File: src/rtl/output_uart.sv
// Q-register tap: a byte FIFO feeding an 8N1 serial transmitter, LSB first.
// Define OUTPUT_UART_PARITY_EN to add an even-parity bit (8E1 framing).
module output_uart #(
  parameter int CLKS_PER_BIT = 4,
  parameter int FIFO_DEPTH   = 4
) (
  input  logic                          clk,
  input  logic                          reset,
  input  logic                          triggerQ,
  input  logic [7:0]                    qreg,
  output logic                          tx,
  output logic                          busy,
  output logic                          full,
  output logic                          overflow,
  output logic [$clog2(FIFO_DEPTH):0]   count
);

  localparam int PW = $clog2(FIFO_DEPTH);
  localparam int BW = $clog2(CLKS_PER_BIT);

  localparam logic [2:0] IDLE   = 3'd0;
  localparam logic [2:0] START  = 3'd1;
  localparam logic [2:0] DATA   = 3'd2;
  localparam logic [2:0] STOP   = 3'd3;
`ifdef OUTPUT_UART_PARITY_EN
  localparam logic [2:0] PARITY = 3'd4;
`endif

  logic [7:0]    mem [FIFO_DEPTH];
  logic [PW-1:0] wrPtr;
  logic [PW-1:0] rdPtr;
  logic [2:0]    state;
  logic [BW-1:0] baud;
  logic [2:0]    bitIdx;
  logic [7:0]    shifter;
`ifdef OUTPUT_UART_PARITY_EN
  logic          parityBit;
`endif

  logic baudDone;
  logic notEmpty;
  logic pop;
  logic push;

  assign baudDone = baud == BW'(CLKS_PER_BIT - 1);
  assign notEmpty = count != '0;
  assign full     = count == (PW + 1)'(FIFO_DEPTH);
  assign busy     = (state != IDLE) || notEmpty;

  // Pops only happen at frame start, so a full FIFO still accepts a write then.
  assign pop  = notEmpty && ((state == IDLE) || (state == STOP && baudDone));
  assign push = triggerQ && (!full || pop);

  always_ff @(posedge clk) begin
    if (push) mem[wrPtr] <= qreg;
  end

  always_ff @(posedge clk or posedge reset) begin
    if (reset) begin
      wrPtr    <= '0;
      rdPtr    <= '0;
      count    <= '0;
      overflow <= 1'b0;
    end else begin
      if (push) wrPtr <= wrPtr + 1'b1;
      if (pop)  rdPtr <= rdPtr + 1'b1;
      if (push && !pop)      count <= count + 1'b1;
      else if (pop && !push) count <= count - 1'b1;
      if (triggerQ && full && !pop) overflow <= 1'b1;
    end
  end

  always_ff @(posedge clk or posedge reset) begin
    if (reset) begin
      state     <= IDLE;
      baud      <= '0;
      bitIdx    <= '0;
      shifter   <= '0;
      tx        <= 1'b1;
`ifdef OUTPUT_UART_PARITY_EN
      parityBit <= 1'b0;
`endif
    end else begin
      unique case (state)
        IDLE: begin
          if (pop) begin
            state <= START;
            baud  <= '0;
            tx    <= 1'b0;
          end
        end
        START: begin
          if (baudDone) begin
            state  <= DATA;
            baud   <= '0;
            bitIdx <= '0;
            tx     <= shifter[0];
          end else begin
            baud <= baud + 1'b1;
          end
        end
        DATA: begin
          if (baudDone) begin
            baud <= '0;
            if (bitIdx == 3'd7) begin
`ifdef OUTPUT_UART_PARITY_EN
              state <= PARITY;
              tx    <= parityBit;
`else
              state <= STOP;
              tx    <= 1'b1;
`endif
            end else begin
              shifter <= shifter >> 1;
              bitIdx  <= bitIdx + 1'b1;
              tx      <= shifter[1];
            end
          end else begin
            baud <= baud + 1'b1;
          end
        end
`ifdef OUTPUT_UART_PARITY_EN
        PARITY: begin
          if (baudDone) begin
            state <= STOP;
            baud  <= '0;
            tx    <= 1'b1;
          end else begin
            baud <= baud + 1'b1;
          end
        end
`endif
        STOP: begin
          if (baudDone) begin
            baud <= '0;
            if (pop) begin
              state <= START;
              tx    <= 1'b0;
            end else begin
              state <= IDLE;
            end
          end else begin
            baud <= baud + 1'b1;
          end
        end
        default: begin
          state <= IDLE;
          tx    <= 1'b1;
        end
      endcase
      // Head byte is captured whenever a frame starts, from IDLE or STOP.
      if (pop) begin
        shifter   <= mem[rdPtr];
`ifdef OUTPUT_UART_PARITY_EN
        parityBit <= ^mem[rdPtr];
`endif
      end
    end
  end

endmodule
File: config.mk
export PLATFORM = sky130hd
export DESIGN_NAME = output_uart
export DESIGN_NICKNAME = d
export VERILOG_FILES = /design/src/rtl/output_uart.sv
export SDC_FILE = /design/constraint.sdc
export NUM_CORES = 1
export LEC_CHECK = 0
export ABC_CLOCK_PERIOD_IN_PS = 3900
export BUFFER_PORTS_ARGS = -buffer_cell sky130_fd_sc_hd__clkbuf_2
export CORE_AREA = 3 3 80 82
export CTS_BUF_LIST = sky130_fd_sc_hd__clkbuf_4 sky130_fd_sc_hd__clkbuf_8 sky130_fd_sc_hd__clkbuf_16
export CTS_CLUSTER_SIZE = 30
export DETAILED_ROUTE_END_ITERATION = 6
export DIE_AREA = 0 0 83 85
export GPL_TIMING_DRIVEN = 0
export PLACE_DENSITY_LB_ADDON = 0.2
export SYNTH_ARGS = -nofsm -noshare
export SYNTH_HDL_FRONTEND = slang
export SYNTH_SLANG_ARGS = --single-unit
File: constraint.sdc
create_clock -name clk -period 3.9 [get_ports clk]
set_clock_uncertainty 0.1 [all_clocks]
set_input_delay 0.78 -clock clk [delete_from_list [all_inputs] [get_ports clk]]
set_output_delay 0.78 -clock clk [all_outputs]
set_load 0.01 [all_outputs]
Yosys cells after proc, flatten, opt, wreduce, memory -nomap -nowiden:

Memories as Yosys holds them, arrays and structs flattened.
Index checks and enable logic that the tools add are counted.

* output and inout port bits: 7
* memories kept: 1
* latch bits: 0
* word-level logic and storage cells: 84
* bits of input ports: 11
* bits in read-only memories: 0
* register bits: 25
* bits in writable memories: 32

Memory list
* mem: depth 4, width 8, read ports 1, clocked after memory_dff 0, wr ports 1, line 29 `logic [7:0] mem [FIFO_DEPTH];`

* div/mod/pow operators: 0
* bitwise gates (word level): 0
* reductions and logical operators: 27
* muxes and demuxes: 28
* order comparisons: 0
* $mul: 0
* $add $sub $neg: 6
* eq/ne operators: 13
* shift-type cells: 0

Operator list (count)
* $mux W8: 4
* $mux W3: 10
* $ne A2 B2 Y1 const B: 7
* $pmux W3 S4: 1
* $reduce_bool A2 Y1: 5
* $mux W1: 8
* $logic_and A1 B1 Y1: 7
* $add A2 B1 Y2 const B: 3
* $add A3 B1 Y3 const B: 2
* $eq A3 B2 Y1 const B: 2
* $eq A3 B3 Y1 const B: 2
* $pmux W3 S2: 1
* $reduce_and A3 Y1: 2
* $reduce_bool A3 Y1: 2
* $reduce_and A5 Y1: 1
* $mux W2: 2
* $pmux W1 S4: 1
* $pmux W2 S2: 1
* $reduce_and A4 Y1: 1
* $eq A3 B1 Y1 const B: 1
* $logic_not A1 Y1: 3
* $logic_not A3 Y1: 1
* $logic_or A1 B1 Y1: 3
* $reduce_or A3 Y1: 1
* 3 further kinds: 3

Logic depth before layout (Yosys ltp):

Gate-level depths: netlist (run 1).

* word-level depth: 10
* mapped depth: 11
* mapped depth without buffers: 10

Worst setup path after synthesis (run 1):

No wires, ideal clock.

* path type: reg2reg
* start: reg baud[0]
* end: reg count[2]
* clock period less this slack: 2.389 ns
* path slack: 1.511 ns
* buffers on the path: 2
* setup time: 0.079 ns
* arrival time: 2.210 ns
* stages on the path, launching flop included: 12
* data required time: 3.721 ns
* cell sequence: dfrtp_1 ha_1 buf_4 a21oi_1 or2_2 buf_2 ha_1 inv_1 fa_1 xor2_1 nor2_1 xor2_1

* longest elaborated chain between the ends: 9
* elaborated cells on any way between the ends: 12
* those cells by class: eq/ne: 1; mux: 1; reduce/logical: 10

RTL lines
* start, declared: line 33 `logic [BW-1:0] baud;`
* start signal, assigned: line 99 `baud <= baud + 1'b1;`
* start signal, assigned: line 119 `baud <= baud + 1'b1;`
* start signal, assigned: line 143 `baud <= baud + 1'b1;`
* $eq A2 B2 Y1 (*): line 45 `assign baudDone = baud == BW'(CLKS_PER_BIT - 1);`
* $logic_and A1 B1 Y1 (*): line 51 `assign pop = notEmpty && ((state == IDLE) || (state == STOP && baudDone));`
* $logic_or A1 B1 Y1 (*): line 51
* $logic_and A1 B1 Y1 (*): line 51
* $logic_or A1 B1 Y1: line 52 `assign push = triggerQ && (!full || pop);`
* $logic_and A1 B1 Y1: line 52
* $logic_not A1 Y1: line 68 `else if (pop && !push) count <= count - 1'b1;`
* $logic_and A1 B1 Y1: line 68
* $reduce_bool A2 Y1 (no source line)
* end signal, assigned: line 67 `if (push && !pop) count <= count + 1'b1;`
* end signal, assigned: line 68
* end, declared: line 15 `output logic [$clog2(FIFO_DEPTH):0] count`

Every way passes the cells marked *; elsewhere a longest branch is shown, timed or not.
A chain may end at the register's enable or synchronous reset.

Worst setup path in the final report (run 1):

* start: reg state[0]
* end: out busy

* longest elaborated chain between the ends: 2

RTL lines
* start, declared: line 32 `logic [2:0] state;`
* start signal, assigned: line 75 `state <= IDLE;`
* start signal, assigned: line 87 `state <= START;`
* start signal, assigned: line 94 `state <= DATA;`
* $reduce_bool A3 Y1: line 48 `assign busy = (state != IDLE) || notEmpty;`
* $logic_or A1 B1 Y1: line 48
* end, declared: line 12 `output logic busy,`

Every way passes these cells.

==> summary.md, run 1 <==
The synthesized instance count was 167; the number of max-capacitance violations reported was 0. The count of buffers added on input and output ports is 17. The die is 85 um tall. The run gives 0 ns as the sum of negative setup slack. Row generation in the floorplan step produced 28 rows. Routability congestion estimate: 0.808.

The proportion of total power due to net switching came out at 0.357. For the headroom to the max-slew limit, the log shows 0.376. In this run, post-CTS repair resized a total of 0 instances.

Dividing the synthesized area by the synthesized cell count gives 15.2 sq um. In the final routed layout, each cell accounts on average for 15.6 um. In this run, synthesis inferred 32 flip-flops with an integrated enable.

The die outline area is 7060 sq um. The maximum cell stage delay along the critical path works out to 0.52 ns. Detailed placement finished with a half-perimeter wire length of 3.02 mm. Final hold violation count: 0. Relative to the synthesized area, the layout overhead comes to 10.6%. The sequential group share of total power was 0.434; the number of antenna repair diodes was 0. The clock tree buffer depth came out at 2.

The overall routed net length is 4.16 mm. The clock group share of total power was 0.143; the slew at the pin with the worst max-slew slack was 0.935 ns. STA classifies the critical path startpoint as a register. The logs give 1405 for the detailed-route via count and 1.29 ns for the worst slack at placement. The logs give 0.436 for the initial cell density of the core and 7.20 mm for the global-route wire length before repair.

The number of global-route vias before repair is 1494, and the clock sink count is 56. The first-pass iteration count of the detailed router is 4, and the share of flip-flops with an asynchronous set or reset after synthesis is 0.429. 18 I/O pins were placed. The flow ran to the end, and the final reports show no timing, DRC or antenna violations.

TritonCTS built the clock tree. Leakage power summed over all cells: 0.00114 uW. The least setup slack across all paths after layout is 1.22 ns, and the combined global-route utilization of all metal layers is 0.128.

Entering global routing, the biggest net connects 25 pins. Count of unique library cells instantiated by Yosys: 37. IR analysis of the VDD net gives a maximum drop of 0.000274 V. In the post-synthesis netlist, the biggest area contributors are edfxtp_1 (38%), dfrtp_1 (23%), mux4_2 (7.1%). Setup repair after global routing left no endpoint under its margin. The fraction of post-synthesis cell area in the top cell type by area was 0.379. The clock root buffer was clkbuf_8. Dividing total power by cell area gives a power density of 785 nW/um^2. The H-tree was split into 2 levels.

For this run, the leading register cell type out of synthesis is edfxtp_1. In this run the power spent charging and discharging nets is 785 uW. From left edge to right edge, the die measures 83 um. Once layout is complete, the cells apart from fillers number 267. The slowest stage of the critical path is the or4b_4 cell.

After synthesis the netlist holds a flip-flop and latch count of 56. The synthesized cell area came out at 2530 sq um. The signal on the critical path passes through inv_1 > ha_1 > or4b_4 > clkbuf_2. Cell type with the largest total area after synthesis: edfxtp_1. The worst endpoint required time was 3.02 ns; the fraction of layout cells with a size suffix above 1 was 0.276. Based on the critical path, the design can be clocked at up to 373 MHz. After global routing the overflow that remains totals 0. By instance count, the leading cell after synthesis is edfxtp_1.

The number of nets at the end of the flow is 216, and the CTS clock-pin slew for the worst setup and hold paths is 0.10 ns. In this design, the largest share of critical-path delay is due to simple AND/OR/NAND/NOR gates. For the hold buffer count at CTS, the log shows 0.

The largest fanout on the critical path works out to 6. The number of setup violations in the final report came out at 0. Across all hold checks on the routed design, the worst slack comes to 0.398 ns. The count of nets left with antenna violations once routing finished came out at 0.

In this run, placement finished with an instance count of 259. By count the netlist is led by edfxtp_1 (32), dfrtp_1 (23), ha_1 (13), a21oi_1 (10), nor3_1 (9). The sequential-to-total area share from yosys stat was 0.616.

The post-route minimum period came out at 2.68 ns. The post-route fraction of the period consumed by the critical path was 0.688. The sum of buffers and inverters on the critical path works out to 2. For flop-to-flop paths, the worst setup slack is 1.26 ns. The via count normalized by instance count was 5.26; the number of pins with negative max-slew slack in the final report was 0. The internal power of the cells totals 1420 uW. The net count after synthesis was 192. The tools report the worst path arrival time as 1.80 ns. The tools report the endpoint kind of the worst setup timing path as an output port.

The number of antenna violations at the first check in global routing was 0. The class of the most critical setup path was register to output port. The run gives 0.482 as the fraction of the core area covered by cells at the end of the flow.

The number of warnings reported in the yosys synthesis log is 0, and the combinational fraction of design power is 0.424. TritonCTS created 5 clock buffers. Worst min-delay path category: register to register.

For the number of setup buffers added after CTS, the log shows 0. The violation count after the first detailed-routing iteration was 30; the core footprint was 5820 sq um. The remaining design rule violation count was 0; the clock insertion delay at the later pin of the skew report was 0.30 ns.
per-stage QoR:
step,instance area (sq um),total power [uW]
global route,2800,2380
detailed placement,2710,1910
finish,2800,2200
CTS,2800,2230
global placement,2710,1860
floorplan,2530,1680
power groups by stage:
stage                     Clock, uW  Sequential (uW)  Combinational (uW)
after floorplan                   0              948                 728
after global routing            353              975                1050
after CTS                       326              954                 952
after global placement            0              952                 904
final                           314              954                 932
after detailed placement          0              969                 946
registers in the layout, summed over array words and instances, names as in the netlist:
name / cells
baud: 2
bitIdx: 3
count: 3
mem: 32
overflow: 1
rdPtr: 2
shifter: 8
state: 2
tx: 1
wrPtr: 2
routing by layer:
| layer | up-vias | routed length [um] | track usage |
|---|---|---|---|
| li1 | 672 | - | - |
| met1 | 718 | 1850 | 0.159 |
| met2 | 11 | 2180 | 0.222 |
| met3 | 4 | 101 | 0.0330 |
| met4 | 0 | 31 | 0.0357 |
| met5 | - | 0 | 0 |
cell families after synthesis:
logic type               synth area share
buffers and inverters              0.0291
flip-flops                          0.616
XOR/XNOR                           0.0207
adder cells (fa/ha/maj)            0.0721
AND/OR/NAND/NOR                    0.0666
multiplexers                        0.121
AO/OA/AOI/OAI                      0.0740
path summary, 6_finish.rpt:
| path | to | startpoint | depth (start not counted) |
|---|---|---|---|
| max in group asynchronous | shifter[4] | reset | 2 |
| worst min-delay path | overflow | overflow | 1 |
| worst min register to register | overflow | overflow | 1 |
| worst max register to register | count[2] | state[0] | 11 |
| min in group asynchronous | wrPtr[0] | reset | 2 |
| worst max-delay path | busy | state[0] | 4 |
area by class of cell:
class / instances / area, sq um
fill: 536 / 3010
inverter: 8 / 30.0
clock inverter: 3 / 21.3
multi-input combinational: 96 / 898
buffer: 7 / 43.8
sequential: 56 / 1560
clock buffer: 5 / 68.8
timing repair buffer: 17 / 85.1
tap: 75 / 93.8
placed cells by master, fill, tap and decap left out, types with 3 or more instances in the layout:
cell type,netlist,layout
and2_1,4,4
o21ai_0,5,5
buf_2,3,3
mux4_2,8,8
nor2_1,3,3
xor2_1,3,3
clkbuf_8,0,5
ha_1,13,13
a21oi_1,10,10
edfxtp_1,32,32
clkbuf_2,2,19
mux2i_1,7,7
dfrtp_1,23,23
mux2_2,4,4
nand2_1,5,5
xnor2_1,3,3
inv_1,8,8
a22o_1,3,3
nor3_1,9,9
(Power assumes the default switching activity.)
==> inputs of run 2 (changes only) <==
ABC_AREA = 1   (was default)
ABC_CLOCK_PERIOD_IN_PS = 2800   (was 3900)
CORE_AREA = 3 3 82 84   (was 3 3 80 82)
DIE_AREA = 0 0 85 87   (was 0 0 83 85)
clock period = 2.8 ns   (was 3.9 ns; I/O delays follow)
==> run 2 against run 1 <==
Against the previous run:
- non-clock buffer count up 1
- sequential power rose by 39%
- register-to-register slack worse by 0.95 ns
- sequential share of layout area decreased by 3.7 points
- via count is 28% higher
- flip-flop and latch count stayed put
- die area increased by 4.8%
- clock power is 46% higher
- final area up 7.1%
- final cell count is 43% higher
- worst hold slack worse by 0.086 ns
- core utilization increased by 1.9 points
- highest routed layer unchanged
==> summary.md, run 2 <==
The run finished with clean final reports. The multiplexer share of the synthesized area works out to 0.00415 (-0.117). The run gives 8.16 mm (+13%) as the global-route wire length before repair. The die outline area is 7400 sq um (+4.8%), and the horizontal die dimension is 85 um (+2.4%). Cell type with the largest total area after synthesis: edfxtp_1. The worst hold margin was 0.313 ns (-0.0856 ns); the share of flip-flops with an asynchronous set or reset after synthesis was 0.429 (unchanged).

The final hold violation count is 0 (unchanged). The tools report the number of antenna repair diodes as 0 (unchanged). The post-synthesis share of cell area spent on full adders, half adders and majority gates was 0.0673 (-0.00472); the headroom to the max-slew limit was 0.391 (+0.0145).

The total of buffers placed on input and output ports works out to 17 (unchanged). The first-pass iteration count of the detailed router was 4 (unchanged); the combined global-route utilization of all metal layers was 0.139 (+0.0116). Yosys instantiated no cell more often than nand2_1. The synthesized area per cell works out to 9.69 sq um (-36%).

The flip-flop count of the largest register after layout works out to 32 (unchanged). The leading cell type in the layout, fill and taps excluded was nand2_1. The fraction of post-synthesis cell area in the top cell type by area came out at 0.354 (-0.0248). Clock root buffer: clkbuf_8.

The largest fanout on the critical path came out at 10 (+4). The number of setup violations in the final report is 0 (unchanged). The synthesized cell area is 2710 sq um (+7.0%). Largest net degree at the start of global routing: 25 (unchanged).

Detailed-route via count: 1799 (+28%). More flip-flops sit in one register than any other, and that register is mem. The worst path arrival time is 2.59 ns (+0.79 ns), and the fill cell total of the finished layout is 550 (+2.6%). The largest family of logic cells by synthesized area was simple AND/OR/NAND/NOR gates. The clock buffer count from CTS is 5 (unchanged). The total power divided by cell area came out at 1100 nW/um^2 (+40%). The largest vdd supply drop is 0.000508 V (+86%). Endpoint kind of the worst setup timing path: a register.

The logs give 0.453 (+0.0169) for the initial cell density of the core and 0 (unchanged) for the number of antenna violations at the first check in global routing. For the number of global-route vias before repair, the log shows 1758 (+18%). The number of warnings reported in the yosys synthesis log came out at 0 (unchanged). The largest registers in the layout are mem: 32 flops, shifter: 8 flops.

The worst setup path is of the register to register kind. Number of register bits inferred by synthesis: 56 (unchanged). The overall overflow remaining after global route is 0 (unchanged), and the post-route minimum period is 2.49 ns.

The run gives 2 (unchanged) as the clock tree buffer depth. The area share of and/or/nand/nor cells after synthesis works out to 0.244 (+0.177). The number of pins with negative max-slew slack in the final report came out at 0 (unchanged). The tools report the worst endpoint required time as 2.90 ns (-0.12 ns). For the maximum clock frequency, the log shows 402 MHz. The clock sink count was 56 (unchanged); the hold buffer count at CTS was 0 (unchanged).

The fraction of layout cells with a size suffix above 1 works out to 0.169 (-0.107). The number of enable-type register cells in the synthesized netlist was 32 (unchanged); the core footprint was 5990 sq um (+3.0%). For the net count after synthesis, the log shows 305 (+59%). The overall routed net length was 4.64 mm (+11%); the H-tree level count was 2 (unchanged).

The library cells used most frequently in the layout, excluding fill and tap cells, are nand2_1 (78), nand3_1 (42), inv_1 (39). For the number of primary I/O pins, the log shows 18 (unchanged). The logs give 331 (+53%) for the number of nets at the end of the flow and 0 (unchanged) for the number of max-capacitance violations reported.

CTS clock-pin slew for the worst setup and hold paths: 0.10 ns (about the same). The tools report the kind of launch point of the worst setup path as a register. TritonCTS built the clock tree. The run gives 87 (+190%) as the violation count after the first detailed-routing iteration. The leakage power summed over all cells was 0.00142 uW (+25%); the count of standard-cell rows was 28 (unchanged).

The fraction of the mapped netlist area in compound gates was 0.0208 (-0.0533). The slew at the pin with the worst max-slew slack works out to 0.913 ns (-0.0218 ns). Setup repair after global routing left no endpoint under its margin.

The sum of negative setup slack came out at 0 ns (unchanged). The detail-routed net length per standard cell works out to 12.1 um (-22%). The remaining antenna violation count is 0 (unchanged). Via count normalized by instance count: 4.71 (-11%).

The synthesized instance count is 280 (+68%), and the die height is 87 um (+2.4%). Clock insertion delay at the later pin of the skew report: 0.31 ns (about the same). The worst hold path belongs to the class input port to async pin. The commonest cells after synthesis are nand2_1 (78), nand3_1 (42), inv_1 (39), edfxtp_1 (32), dfrtp_1 (23).

The post-route fraction of the period consumed by the critical path was 0.889. Among all flip-flop cells after synthesis, the most frequent one is edfxtp_1. The area growth from synthesis to final layout is 10.7% (about the same), and the placed wire-length estimate after detailed placement is 3.24 mm (+7.4%). The post-synthesis xor/xnor area fraction is 0.00969 (-0.0110), and the remaining design rule violation count is 0 (unchanged). The tools report the count of unique library cells instantiated by Yosys as 26 (-30%). By area the synthesized netlist is led by edfxtp_1 (35%), dfrtp_1 (21%), nand2_1 (11%). The sequential-to-total area share from yosys stat is 0.576 (-0.0404), and the routability congestion estimate is 0.756 (-6.4%).
==> run 2: per-stage QoR <==
| stage | cell area [sq um] | utilization | setup WS, ns | instances | power, uW |
|---|---|---|---|---|---|
| 4_1_cts | 2980 | 0.498 | 0.240 | 380 | 3320 |
| 3_5_place_dp | 2890 | 0.483 | 0.256 | 372 | 2850 |
| 2_1_floorplan | 2710 | - | 0.484 | 280 | 2480 |
| 3_3_place_gp | 2890 | 0.483 | 0.293 | 372 | 2820 |
| 6_report | 3000 | 0.501 | 0.311 | 382 | 3310 |
| 5_1_grt | 3000 | 0.501 | 0.0185 | 382 | 3640 |
==> run 2: worst max-delay path, cell delays in order (launching register included) <==
cell	delay [ns]
dfrtp_1	0.43
inv_1	0.12
ha_2	0.21
inv_1	0.05
nand2_1	0.11
nand2_4	0.13
nand2_2	0.10
nand2_2	0.09
inv_1	0.07
ha_1	0.13
inv_1	0.06
fa_1	0.38
a21oi_1	0.15
o21ai_1	0.09
xor2_1	0.14
==> run 2: worst paths after layout <==
path,cells past startpoint,startpoint,slack (ns),end
hold / removal,2,reset,0.31,overflow
max in group asynchronous,2,reset,1.72,bitIdx[2]
hold reg to reg,2,tx,0.37,tx
setup reg to reg,14,state[0],0.31,count[2]
min in group clk,1,qreg[4],0.36,mem[3][4]
setup / recovery,14,state[0],0.31,count[2]
==> run 2: routing by layer <==
metal	track usage	vias to the layer above	routed length, um	share of wire
met1	0.186	822	2240	0.48
met3	0.0312	7	159	0.034
met5	0	-	0	0
met4	0.0432	0	66	0.014
li1	-	947	-	-
met2	0.227	23	2170	0.47
==> run 2: repair_timing <==
item	in CTS	in global routing
endpoints found under the setup margin	0	1
buffers inserted	0	2
gates resized for setup	0	2
==> run 2: cells by family after synthesis <==
kind of cell	count (synthesis)
simple gates	148
flops	56
buf+inv	48
fa+ha+maj	14
compound gates	10
xor+xnor	3
mux	1
==> run 2: cell type report <==
class                   count  area, sq um  share of cell area
well taps                  75         93.8              0.0313
clock inverters             1         8.76             0.00292
multi-input cells         176          941               0.313
repair buffers             19          100              0.0333
flip-flops and latches     56         1560               0.521
plain buffers               6         51.3              0.0171
inverters                  42          160              0.0534
clock buffers               7         83.8              0.0279
==> run 2: where the power goes <==
group          switching [uW]  total (uW)  internal, uW
combinational             924        1520           594
sequential                162        1330          1170
clock                     258         459           201
total                    1340        3310          1960
